==> src/rtl/image_write_stream.sv <==
// ---------------------------------------------------------------------------
// image_write_stream
//
// Takes a stream of RGB pixel beats and writes them one byte at a time into a
// byte-addressed memory in BMP pixel-array layout. Each row is laid out with a
// 4-byte-aligned stride. The pixel array begins at HDR_BYTES. When BOTTOM_UP=1
// the rows are stored bottom-up.
//
// Ports
//   HCLK         clock, rising edge
//   HRESETn      synchronous active-low reset
//   start        frame-start pulse, acted on only when idle
//   pix_valid    input beat valid
//   pix_data     PIX_PER_BEAT pixels, pixel k at [24k+23:24k], R/G/B = [23:16]/[15:8]/[7:0]
//   pix_ready    high while waiting for a beat
//   mem_we       byte write strobe
//   mem_addr     byte address (holds when mem_we=0)
//   mem_wdata    byte data    (holds when mem_we=0)
//   busy         high whenever a frame is in progress
//   frame_done   one-cycle pulse at the end of a frame
//   frame_count  completed frames, wraps at 16 bits
// ---------------------------------------------------------------------------
module image_write_stream #(
    parameter int WIDTH        = 768,
    parameter int HEIGHT       = 512,
    parameter int PIX_PER_BEAT = 2,
    parameter int BOTTOM_UP    = 1,
    parameter int HDR_BYTES    = 54,
    parameter int ADDR_W       = 22
) (
    input  logic                      HCLK,
    input  logic                      HRESETn,
    input  logic                      start,
    input  logic                      pix_valid,
    input  logic [24*PIX_PER_BEAT-1:0] pix_data,
    output logic                      pix_ready,
    output logic                      mem_we,
    output logic [ADDR_W-1:0]         mem_addr,
    output logic [7:0]                mem_wdata,
    output logic                      busy,
    output logic                      frame_done,
    output logic [15:0]               frame_count
);

    localparam int BYTES_PER_BEAT = 3 * PIX_PER_BEAT;
    localparam int ROW_BYTES      = WIDTH * 3;
    localparam int STRIDE         = ((ROW_BYTES + 3) / 4) * 4;
    localparam int PAD_BYTES      = STRIDE - ROW_BYTES;
    localparam int BEATS_PER_ROW  = WIDTH / PIX_PER_BEAT;
    localparam int BIDX_W         = $clog2(BYTES_PER_BEAT + 1);
    localparam int BEAT_W         = $clog2(BEATS_PER_ROW + 1);
    localparam int ROW_W          = $clog2(HEIGHT + 1);
    localparam int COL_W          = $clog2(STRIDE + 1);
    localparam int PAD_W          = 2;
    localparam longint unsigned END_ADDR =
        longint'(HDR_BYTES) + longint'(HEIGHT) * longint'(STRIDE);

    // Elaboration-time parameter sanity checks
    if (!(PIX_PER_BEAT == 1 || PIX_PER_BEAT == 2 || PIX_PER_BEAT == 4)) begin : g_bad_ppb
        $error("image_write_stream: PIX_PER_BEAT must be 1, 2 or 4");
    end
    if ((WIDTH % PIX_PER_BEAT) != 0) begin : g_bad_width
        $error("image_write_stream: WIDTH must be a multiple of PIX_PER_BEAT");
    end
    if (END_ADDR > (64'd1 << ADDR_W)) begin : g_bad_addr
        $error("image_write_stream: pixel array does not fit in ADDR_W bits");
    end

    typedef enum logic [2:0] {
        ST_IDLE = 3'd0,
        ST_LOAD = 3'd1,
        ST_SER  = 3'd2,
        ST_PAD  = 3'd3,
        ST_DONE = 3'd4
    } state_t;

    state_t                   state_r;
    state_t                   state_next_s;

    logic [24*PIX_PER_BEAT-1:0] hold_r;
    logic [BIDX_W-1:0]        byte_idx_r;   // next byte of the held beat to emit
    logic [BEAT_W-1:0]        beat_cnt_r;   // beat index within the current row
    logic [ROW_W-1:0]         row_r;
    logic [COL_W-1:0]         colbyte_r;    // next byte offset within the row
    logic [PAD_W-1:0]         pad_idx_r;    // next pad byte index

    logic                     pix_ready_r;
    logic                     mem_we_r;
    logic [ADDR_W-1:0]        mem_addr_r;
    logic [7:0]               mem_wdata_r;
    logic                     busy_r;
    logic                     frame_done_r;
    logic [15:0]              frame_count_r;

    logic                     beat_end_s;
    logic                     row_end_s;
    logic                     last_row_s;
    logic                     pad_end_s;
    logic                     row_adv_s;
    logic [ADDR_W-1:0]        srow_s;
    logic [ADDR_W-1:0]        wr_addr_s;
    logic                     we_next_s;
    logic [ADDR_W-1:0]        addr_next_s;
    logic [7:0]               wdata_next_s;

    // Selects byte idx of a held beat; byte order B,G,R per pixel maps to ascending byte lanes
    function automatic logic [7:0] pick_byte(input logic [24*PIX_PER_BEAT-1:0] v,
                                             input logic [BIDX_W-1:0] idx);
        logic [7:0] r;
        r = 8'h00;
        for (int i = 0; i < BYTES_PER_BEAT; i++) begin
            if (idx == BIDX_W'(i)) begin
                r = v[8*i +: 8];
            end else begin
                r = r;
            end
        end
        return r;
    endfunction

    assign beat_end_s = (byte_idx_r == BIDX_W'(BYTES_PER_BEAT));
    assign row_end_s  = (beat_cnt_r == BEAT_W'(BEATS_PER_ROW - 1));
    assign last_row_s = (row_r == ROW_W'(HEIGHT - 1));
    assign pad_end_s  = (pad_idx_r == PAD_W'(PAD_BYTES));

    // Storage row and byte address of the next write
    always_comb begin
        srow_s = '0;
        if (BOTTOM_UP != 0) begin
            srow_s = ADDR_W'(HEIGHT - 1) - ADDR_W'(row_r);
        end else begin
            srow_s = ADDR_W'(row_r);
        end
        wr_addr_s = ADDR_W'(HDR_BYTES) + srow_s * ADDR_W'(STRIDE) + ADDR_W'(colbyte_r);
    end

    // State register
    always_ff @(posedge HCLK) begin
        if (!HRESETn) begin
            state_r <= ST_IDLE;
        end else begin
            state_r <= state_next_s;
        end
    end

    // Next-state logic
    always_comb begin
        state_next_s = state_r;
        case (state_r)
            ST_IDLE: begin
                if (start) state_next_s = ST_LOAD;
                else       state_next_s = ST_IDLE;
            end
            ST_LOAD: begin
                if (pix_valid) state_next_s = ST_SER;
                else           state_next_s = ST_LOAD;
            end
            ST_SER: begin
                if (!beat_end_s)        state_next_s = ST_SER;
                else if (!row_end_s)    state_next_s = ST_LOAD;
                else if (PAD_BYTES > 0) state_next_s = ST_PAD;
                else if (last_row_s)    state_next_s = ST_DONE;
                else                    state_next_s = ST_LOAD;
            end
            ST_PAD: begin
                if (!pad_end_s)      state_next_s = ST_PAD;
                else if (last_row_s) state_next_s = ST_DONE;
                else                 state_next_s = ST_LOAD;
            end
            ST_DONE: state_next_s = ST_IDLE;
            default: state_next_s = ST_IDLE;
        endcase
    end

    // Leaving a finished (non-final) row for the next one
    assign row_adv_s = (state_next_s == ST_LOAD) &&
                       ((state_r == ST_PAD) || ((state_r == ST_SER) && row_end_s));

    // Output logic: the write presented in the next cycle (outputs are registered)
    always_comb begin
        we_next_s    = 1'b0;
        addr_next_s  = mem_addr_r;
        wdata_next_s = mem_wdata_r;
        case (state_r)
            ST_LOAD: begin
                if (pix_valid) begin
                    we_next_s    = 1'b1;
                    addr_next_s  = wr_addr_s;
                    wdata_next_s = pix_data[7:0];
                end else begin
                    we_next_s = 1'b0;
                end
            end
            ST_SER: begin
                if (!beat_end_s) begin
                    we_next_s    = 1'b1;
                    addr_next_s  = wr_addr_s;
                    wdata_next_s = pick_byte(hold_r, byte_idx_r);
                end else if (row_end_s && (PAD_BYTES > 0)) begin
                    // first pad byte goes out in the first PAD cycle
                    we_next_s    = 1'b1;
                    addr_next_s  = wr_addr_s;
                    wdata_next_s = 8'h00;
                end else begin
                    we_next_s = 1'b0;
                end
            end
            ST_PAD: begin
                if (!pad_end_s) begin
                    we_next_s    = 1'b1;
                    addr_next_s  = wr_addr_s;
                    wdata_next_s = 8'h00;
                end else begin
                    we_next_s = 1'b0;
                end
            end
            default: we_next_s = 1'b0;
        endcase
    end

    // Datapath counters and beat holding register
    always_ff @(posedge HCLK) begin
        if (!HRESETn) begin
            hold_r     <= '0;
            byte_idx_r <= '0;
            beat_cnt_r <= '0;
            row_r      <= '0;
            colbyte_r  <= '0;
            pad_idx_r  <= '0;
        end else begin
            case (state_r)
                ST_IDLE: begin
                    if (start) begin
                        byte_idx_r <= '0;
                        beat_cnt_r <= '0;
                        row_r      <= '0;
                        colbyte_r  <= '0;
                        pad_idx_r  <= '0;
                    end else begin
                        row_r <= row_r;
                    end
                end
                ST_LOAD: begin
                    if (pix_valid) begin
                        hold_r     <= pix_data;
                        byte_idx_r <= BIDX_W'(1);
                        colbyte_r  <= colbyte_r + COL_W'(1);
                    end else begin
                        hold_r <= hold_r;
                    end
                end
                ST_SER: begin
                    if (!beat_end_s) begin
                        byte_idx_r <= byte_idx_r + BIDX_W'(1);
                        colbyte_r  <= colbyte_r + COL_W'(1);
                    end else begin
                        byte_idx_r <= '0;
                        if (row_end_s) begin
                            beat_cnt_r <= '0;
                            pad_idx_r  <= PAD_W'(1);
                        end else begin
                            beat_cnt_r <= beat_cnt_r + BEAT_W'(1);
                        end
                        if (row_adv_s) begin
                            colbyte_r <= '0;
                            row_r     <= row_r + ROW_W'(1);
                        end else if (we_next_s) begin
                            colbyte_r <= colbyte_r + COL_W'(1);
                        end else begin
                            colbyte_r <= colbyte_r;
                        end
                    end
                end
                ST_PAD: begin
                    if (!pad_end_s) begin
                        pad_idx_r <= pad_idx_r + PAD_W'(1);
                        colbyte_r <= colbyte_r + COL_W'(1);
                    end else if (row_adv_s) begin
                        colbyte_r <= '0;
                        row_r     <= row_r + ROW_W'(1);
                    end else begin
                        colbyte_r <= colbyte_r;
                    end
                end
                default: begin
                    row_r <= row_r;
                end
            endcase
        end
    end

    // Registered outputs
    always_ff @(posedge HCLK) begin
        if (!HRESETn) begin
            pix_ready_r   <= 1'b0;
            mem_we_r      <= 1'b0;
            mem_addr_r    <= '0;
            mem_wdata_r   <= 8'h00;
            busy_r        <= 1'b0;
            frame_done_r  <= 1'b0;
            frame_count_r <= 16'h0000;
        end else begin
            pix_ready_r  <= (state_next_s == ST_LOAD);
            mem_we_r     <= we_next_s;
            mem_addr_r   <= addr_next_s;
            mem_wdata_r  <= wdata_next_s;
            busy_r       <= (state_next_s != ST_IDLE);
            frame_done_r <= (state_next_s == ST_DONE);
            if (state_next_s == ST_DONE) begin
                frame_count_r <= frame_count_r + 16'h0001;
            end else begin
                frame_count_r <= frame_count_r;
            end
        end
    end

    assign pix_ready   = pix_ready_r;
    assign mem_we      = mem_we_r;
    assign mem_addr    = mem_addr_r;
    assign mem_wdata   = mem_wdata_r;
    assign busy        = busy_r;
    assign frame_done  = frame_done_r;
    assign frame_count = frame_count_r;

endmodule
==> config.mk <==
export PLATFORM = sky130hd
export DESIGN_NAME = image_write_stream
export DESIGN_NICKNAME = d
export VERILOG_FILES = /design/src/rtl/image_write_stream.sv
export SDC_FILE = /design/constraint.sdc
export NUM_CORES = 1
export LEC_CHECK = 0
export CORE_UTILIZATION = 30
export CTS_BUF_LIST = sky130_fd_sc_hd__clkbuf_2
export DETAILED_ROUTE_END_ITERATION = 10
export SLEW_MARGIN = 10
export SYNTH_ARGS = -nofsm -noshare
export SYNTH_HDL_FRONTEND = slang
export SYNTH_SLANG_ARGS = --single-unit
==> constraint.sdc <==
create_clock -name HCLK -period 7.7 [get_ports HCLK]
set_clock_uncertainty 0.1 [all_clocks]
set_input_delay 1.54 -clock HCLK [delete_from_list [all_inputs] [get_ports HCLK]]
set_output_delay 1.54 -clock HCLK [all_outputs]
set_load 0.01 [all_outputs]
-- Word-level counts from Yosys, hierarchy flattened
Cells that the tools add are included.
- register bits: 137
- input bits: 52
- output and inout port bits: 50
- logic and storage cells: 116
- $add $sub $neg: 9
- $mul: 1
- eq/ne operators: 22
- mux-type cells: 51
- reduce and logical (&&, ||, !) cells: 19
- operator list (cell ; number):
    12-bit 2-to-1 mux ; 7
    8-bit 2-to-1 mux ; 9
    22-bit 2-to-1 mux ; 3
    22-bit case mux with 3 select lines ; 1
    12-bit case mux with 4 select lines ; 1
    10-bit 2-to-1 mux ; 4
    10-bit case mux with 3 select lines ; 1
    9-bit 2-to-1 mux ; 3
    8-bit case mux with 3 select lines ; 1
    22-bit by 12-bit adder with 22-bit output ; 1
    6-bit by 22-bit adder with 22-bit output, first input constant ; 1
    22-bit by 4-bit multiplier with 14-bit output, second input constant ; 1
    3-bit 2-to-1 mux ; 7
    9-bit case mux with 2 select lines ; 1
    16-bit by 1-bit adder with 16-bit output, second input constant ; 1
    2-bit != test, second input constant ; 7
    12-bit by 1-bit adder with 12-bit output, second input constant ; 1
    3-bit by 2-bit equality test with 1-bit output, second input constant ; 4
    3-bit equality test, second input constant ; 4
    3-bit case mux with 4 select lines ; 1
    3-bit nonzero test ; 4
    9-bit by 10-bit subtractor with 11-bit output, first input constant ; 1
    10-bit by 1-bit adder with 10-bit output, second input constant ; 1
    10-bit by 9-bit equality test with 1-bit output, second input constant ; 1
    22 further kinds ; 36

-- Logic depth before layout (Yosys ltp)
- depth after elaboration: 10
- mapped depth: 12
- gate-level depth less buffers: 12

-- Worst setup path after synthesis
OpenSTA, ideal clock, no wires.
- kind: input -> register
- start: input HRESETn
- end: register byte_idx_r[2]
- setup time: 128 ps
- arrival: 2746 ps
- required time: 7472 ps
- setup slack: 4726 ps
- stages: 6
- buffers on the path: 4
- path through: clkbuf_1 > inv_1 > clkbuf_1 > clkbuf_1 > buf_1 > nor2_1
- RTL lines (item ; RTL line ; source):
    start, declared ; 32 ; input logic HRESETn,
    end signal, assigned ; 254 ; byte_idx_r <= byte_idx_r + BIDX_W'(1);
    end, declared ; 81 ; logic [BIDX_W-1:0] byte_idx_r;
No word-level cell between the ends.

-- Final worst setup path
- start: register state_r[0]
- end: register colbyte_r[9]
- longest elaborated chain between the ends: 7
- elaborated cells on any way between the ends: 19
- those cells by class: eq/ne (8); mux (5); reduce/logical (6)
- RTL lines (item ; RTL line ; source):
    start, declared ; 77 ; state_t state_r;
    start signal, assigned ; 142 ; state_r <= state_next_s;
    3-bit by 2-bit equality test with 1-bit output, or another cell as far along ; -- ;
    3-bit case mux with 4 select lines / 1-bit logical AND (equally long branches) ; 149, 177 ;
    3-bit by 1-bit equality test with 1-bit output / 1-bit logical OR (equally long branches) ; 176, 177 ;
    1-bit logical AND ; 176 ; assign row_adv_s = (state_next_s == ST_LOAD) &&
    12-bit 2-to-1 mux ; 264 ; if (row_adv_s) begin
    12-bit 2-to-1 mux ; 253 ; if (!beat_end_s) begin
    12-bit case mux with 4 select lines ; 231 ; case (state_r)
    end signal, assigned ; 255 ; colbyte_r <= colbyte_r + COL_W'(1);
    end signal, assigned ; 268 ; colbyte_r <= colbyte_r + COL_W'(1);
    end signal, assigned ; 270 ; colbyte_r <= colbyte_r;
    end, declared ; 84 ; logic [COL_W-1:0] colbyte_r;
Parallel ways exist; a longest one is shown, timed or not.
A chain may end at the register's enable or synchronous reset.

==> flow_summary.toml <==
[outcome]
run_status = "finished, final reports clean"

[floorplanning]
io_pins = 102
start_util_pct = 30.64
core_um2 = 22640
die_w_um = 154.1
fp.dieArea_um2 = 23730
die_y_um = 154.1
rows = 55

[yosys]
yosys.cell_types.count = 60
syn-num-nets = 954
synth.top_cell.area_share_pct = 39.54
synth-seq-cells = 137
synthTopCellsByArea = "dfxtp_1 40%, nand2_1 8.5%, a21oi_1 7.4%"
synth_area_per_cell_um2 = 7.955
yosysWarnings = 0
netlist_area_um2 = 6937
seq_area_frac_synth_pct = 39.54
synth.most_common_cell = "nand2_1"
postSynth.asyncResetShare_pct = 0
yosysTopAreaCell = "dfxtp_1"
ys_dominant_reg_cell = "dfxtp_1"
yosys-top-cells-count = "158 x nand2_1, 137 x dfxtp_1, 102 x a21oi_1"
synth_edf_count = 0
netlist_instances = 872

[cts]
clkTransAtPathRegs_ps = 200
h-tree-depth = 4
worstSkewPairLatency_ps = 730
numCtsBuffers = 17
clock_sinks = 137
ctsHoldBuffers = 0
cts_setup_buffers = 0
cts_resized = 0
cts_tree = "built"
clockRootBuffer = "clkbuf_2"
clockBufferDepth = 2

[power]
p_leak_nw = 2.835
combinationalPowerShare_pct = 12.6
p_switching_mw = 0.3802
internal_power_mw = 0.9996
seqPwrFrac_pct = 54.9
ir_worst_vdd_mv = 0.08451
sw_frac_of_total_pct = 27.56
p_per_area_nw_per_um2 = 164.9
clkPwrFrac_pct = 32.5

[sta]
relSlewSlack_pct = 29.01
rsz0062_at_grt = "no"
setup_violations = 0
slew_violations = 0
layout_min_cycle_time_ps = 3853
whs_ps = 371.1
fin_crit_sh_pct = 50.04
timing.fmax_ghz = 0.2596
fin_tns_setup_ps = 0
hold_viol_final = 0
worstMarginPinSlew_ps = 1065
fin_ws_ps = 3847

[place]
gp_congestion = 0.7795
portBuffers = 101
pre_cts_slack_ps = 3605
dpl.hpwl_um = 12610

[setup_path]
cpMaxStageDelayCell = "o2bb2ai_1"
crit_end = "colbyte_r[9]$_SDFFE_PN0P_"
end_kind = "register"
rr_worst_depth = 7
crit_path_max_incr_delay_ps = 760
reg2reg_setup_slack_ps = 3850
cp_max_fo = 21
r2r-start = "state_r[0]$_SDFF_PN0_"
worstSetupPathType = "register to register"
crit_start = "state_r[0]$_SDFF_PN0_"
required_ps = 8270
reg2reg_to = "colbyte_r[9]$_SDFFE_PN0P_"
cp-start-kind = "register"
crit_chain = "nor4bb_1, a31oi_1, o21a_1, o2bb2ai_1, nand2b_1, or4_1, o21ai_1"
critPathArrivalTime_ps = 4420

[finish]
nets = 1022
n_fill_cell = 2364
area_growth_pct = 20.62
layout-drive-gt1-share_pct = 4.617

[global_routing]
grt_antenna_before_repair = 2
grt_use_total_pct = 14.83
grt_max_degree = 62
grt_pass1_vias = 5525
gr-total-overflow = 0
grt_pass1_wl_um = 28090

[drt]
final_antenna_net_count = 0
wl_per_cell_um = 14.16
vias = 6174
drc = 0
via_per_inst = 4.983
drt-total-wl_um = 17540
drt_iter0_drc = 403
first_pass_iters = 5

[flow_run]
max_cap_violations = 0

[hold_path]
hold_start = "hold_r[27]$_SDFFE_PN0P_"
hp-class = "register to register"
worst max-delay path, delay by kind of cell (launching register included):
kind / cells / cell delay (ps)
AO/OA/AOI/OAI: 4 / 1200
flip-flops: 1 / 660
AND/OR/NAND/NOR: 3 / 1830
power by group through the flow:
stage | registers (mW) | clock network (mW) | logic [mW]
after floorplan | 0.770 | 0 | 0.0932
after global placement | 0.772 | 0 | 0.174
after detailed placement | 0.772 | 0 | 0.175
after CTS | 0.757 | 0.462 | 0.176
after global routing | 0.762 | 0.489 | 0.192
final | 0.757 | 0.449 | 0.174
cells by family after synthesis:
logic type,synth area share (%)
adders and majority gates,5.520
AOI/OAI and AO/OA,19.70
xor gates and xnor gates,5.808
muxes,1.732
DFF,39.54
buffers and inverters,4.491
and+or+nand+nor,23.21
metal layers:
layer / share of wire, % / global-route usage (%) / vias up
met1: 50 / 20.71 / 2846
met4: 1.6 / 5.381 / 2
met3: 4.6 / 3.410 / 20
li1: - / - / 3183
met5: 0.091 / 0 / -
met2: 44 / 22.12 / 123
placed cells by master (no fill, tap or decap), drive strengths merged, types with 7 or more instances in the layout:
master | Yosys | layout
nand2b | 12 | 12
a211oi | 19 | 19
clkdlybuf4s50 | 0 | 101
a22oi | 11 | 11
o21ai | 34 | 34
nand2 | 158 | 158
nor2b | 8 | 8
nor2 | 74 | 74
nand3 | 27 | 27
clkbuf | 43 | 19
xnor2 | 22 | 22
and3 | 7 | 7
ha | 29 | 29
nand4 | 11 | 11
or3 | 11 | 11
inv | 26 | 28
a2bb2oi | 8 | 8
o2bb2ai | 10 | 10
mux2i | 12 | 12
xor2 | 24 | 24
a21oi | 103 | 103
dfxtp | 137 | 137
sequential cells by signal, summed over array words and instances (netlist names):
name         flops
busy             1
mem_addr        22
hold_r          48
state_r          3
pad_idx_r        2
row_r           10
frame_count     16
colbyte_r       12
frame_done       1
mem_we           1
byte_idx_r       3
beat_cnt_r       9
mem_wdata        8
pix_ready        1
cell type report:
cell class / count / area [µm²] / area share, %
clock inverter: 13 / 150.1 / 1.795
multi-input combinational: 655 / 3896 / 46.57
timing repair buffer: 103 / 1026 / 12.26
inverter: 26 / 97.59 / 1.166
clock buffer: 19 / 95.09 / 1.137
antenna: 1 / 2.502 / 0.02991
tap: 285 / 356.6 / 4.262
sequential: 137 / 2743 / 32.78
through the flow:
| stage | instance area [µm²] | util (%) | power, mW | instances |
|---|---|---|---|---|
| final | 8367 | 36.96 | 1.380 | 1239 |
| after global routing | 8367 | 36.96 | 1.442 | 1239 |
| after CTS | 8364 | 36.94 | 1.395 | 1238 |
| after detailed placement | 8119 | 35.86 | 0.9472 | 1206 |
| after global placement | 8119 | 35.86 | 0.9455 | 1206 |
| after floorplan | 6937 | - | 0.8637 | 872 |
worst min path at each step:
stage / endpoint / slack (ps) / cells after the start
after floorplan: hold_r[0]$_SDFFE_PN0P_ / 340 / 2
after global placement: mem_addr[9]$_SDFFE_PN0P_ / 340 / 2
after global routing: hold_r[44]$_SDFFE_PN0P_ / 390 / 2
after detailed placement: hold_r[44]$_SDFFE_PN0P_ / 350 / 2
after CTS: hold_r[44]$_SDFFE_PN0P_ / 370 / 2
final: hold_r[27]$_SDFFE_PN0P_ / 370 / 2
Note: power is estimated with default switching activity, not from simulation.
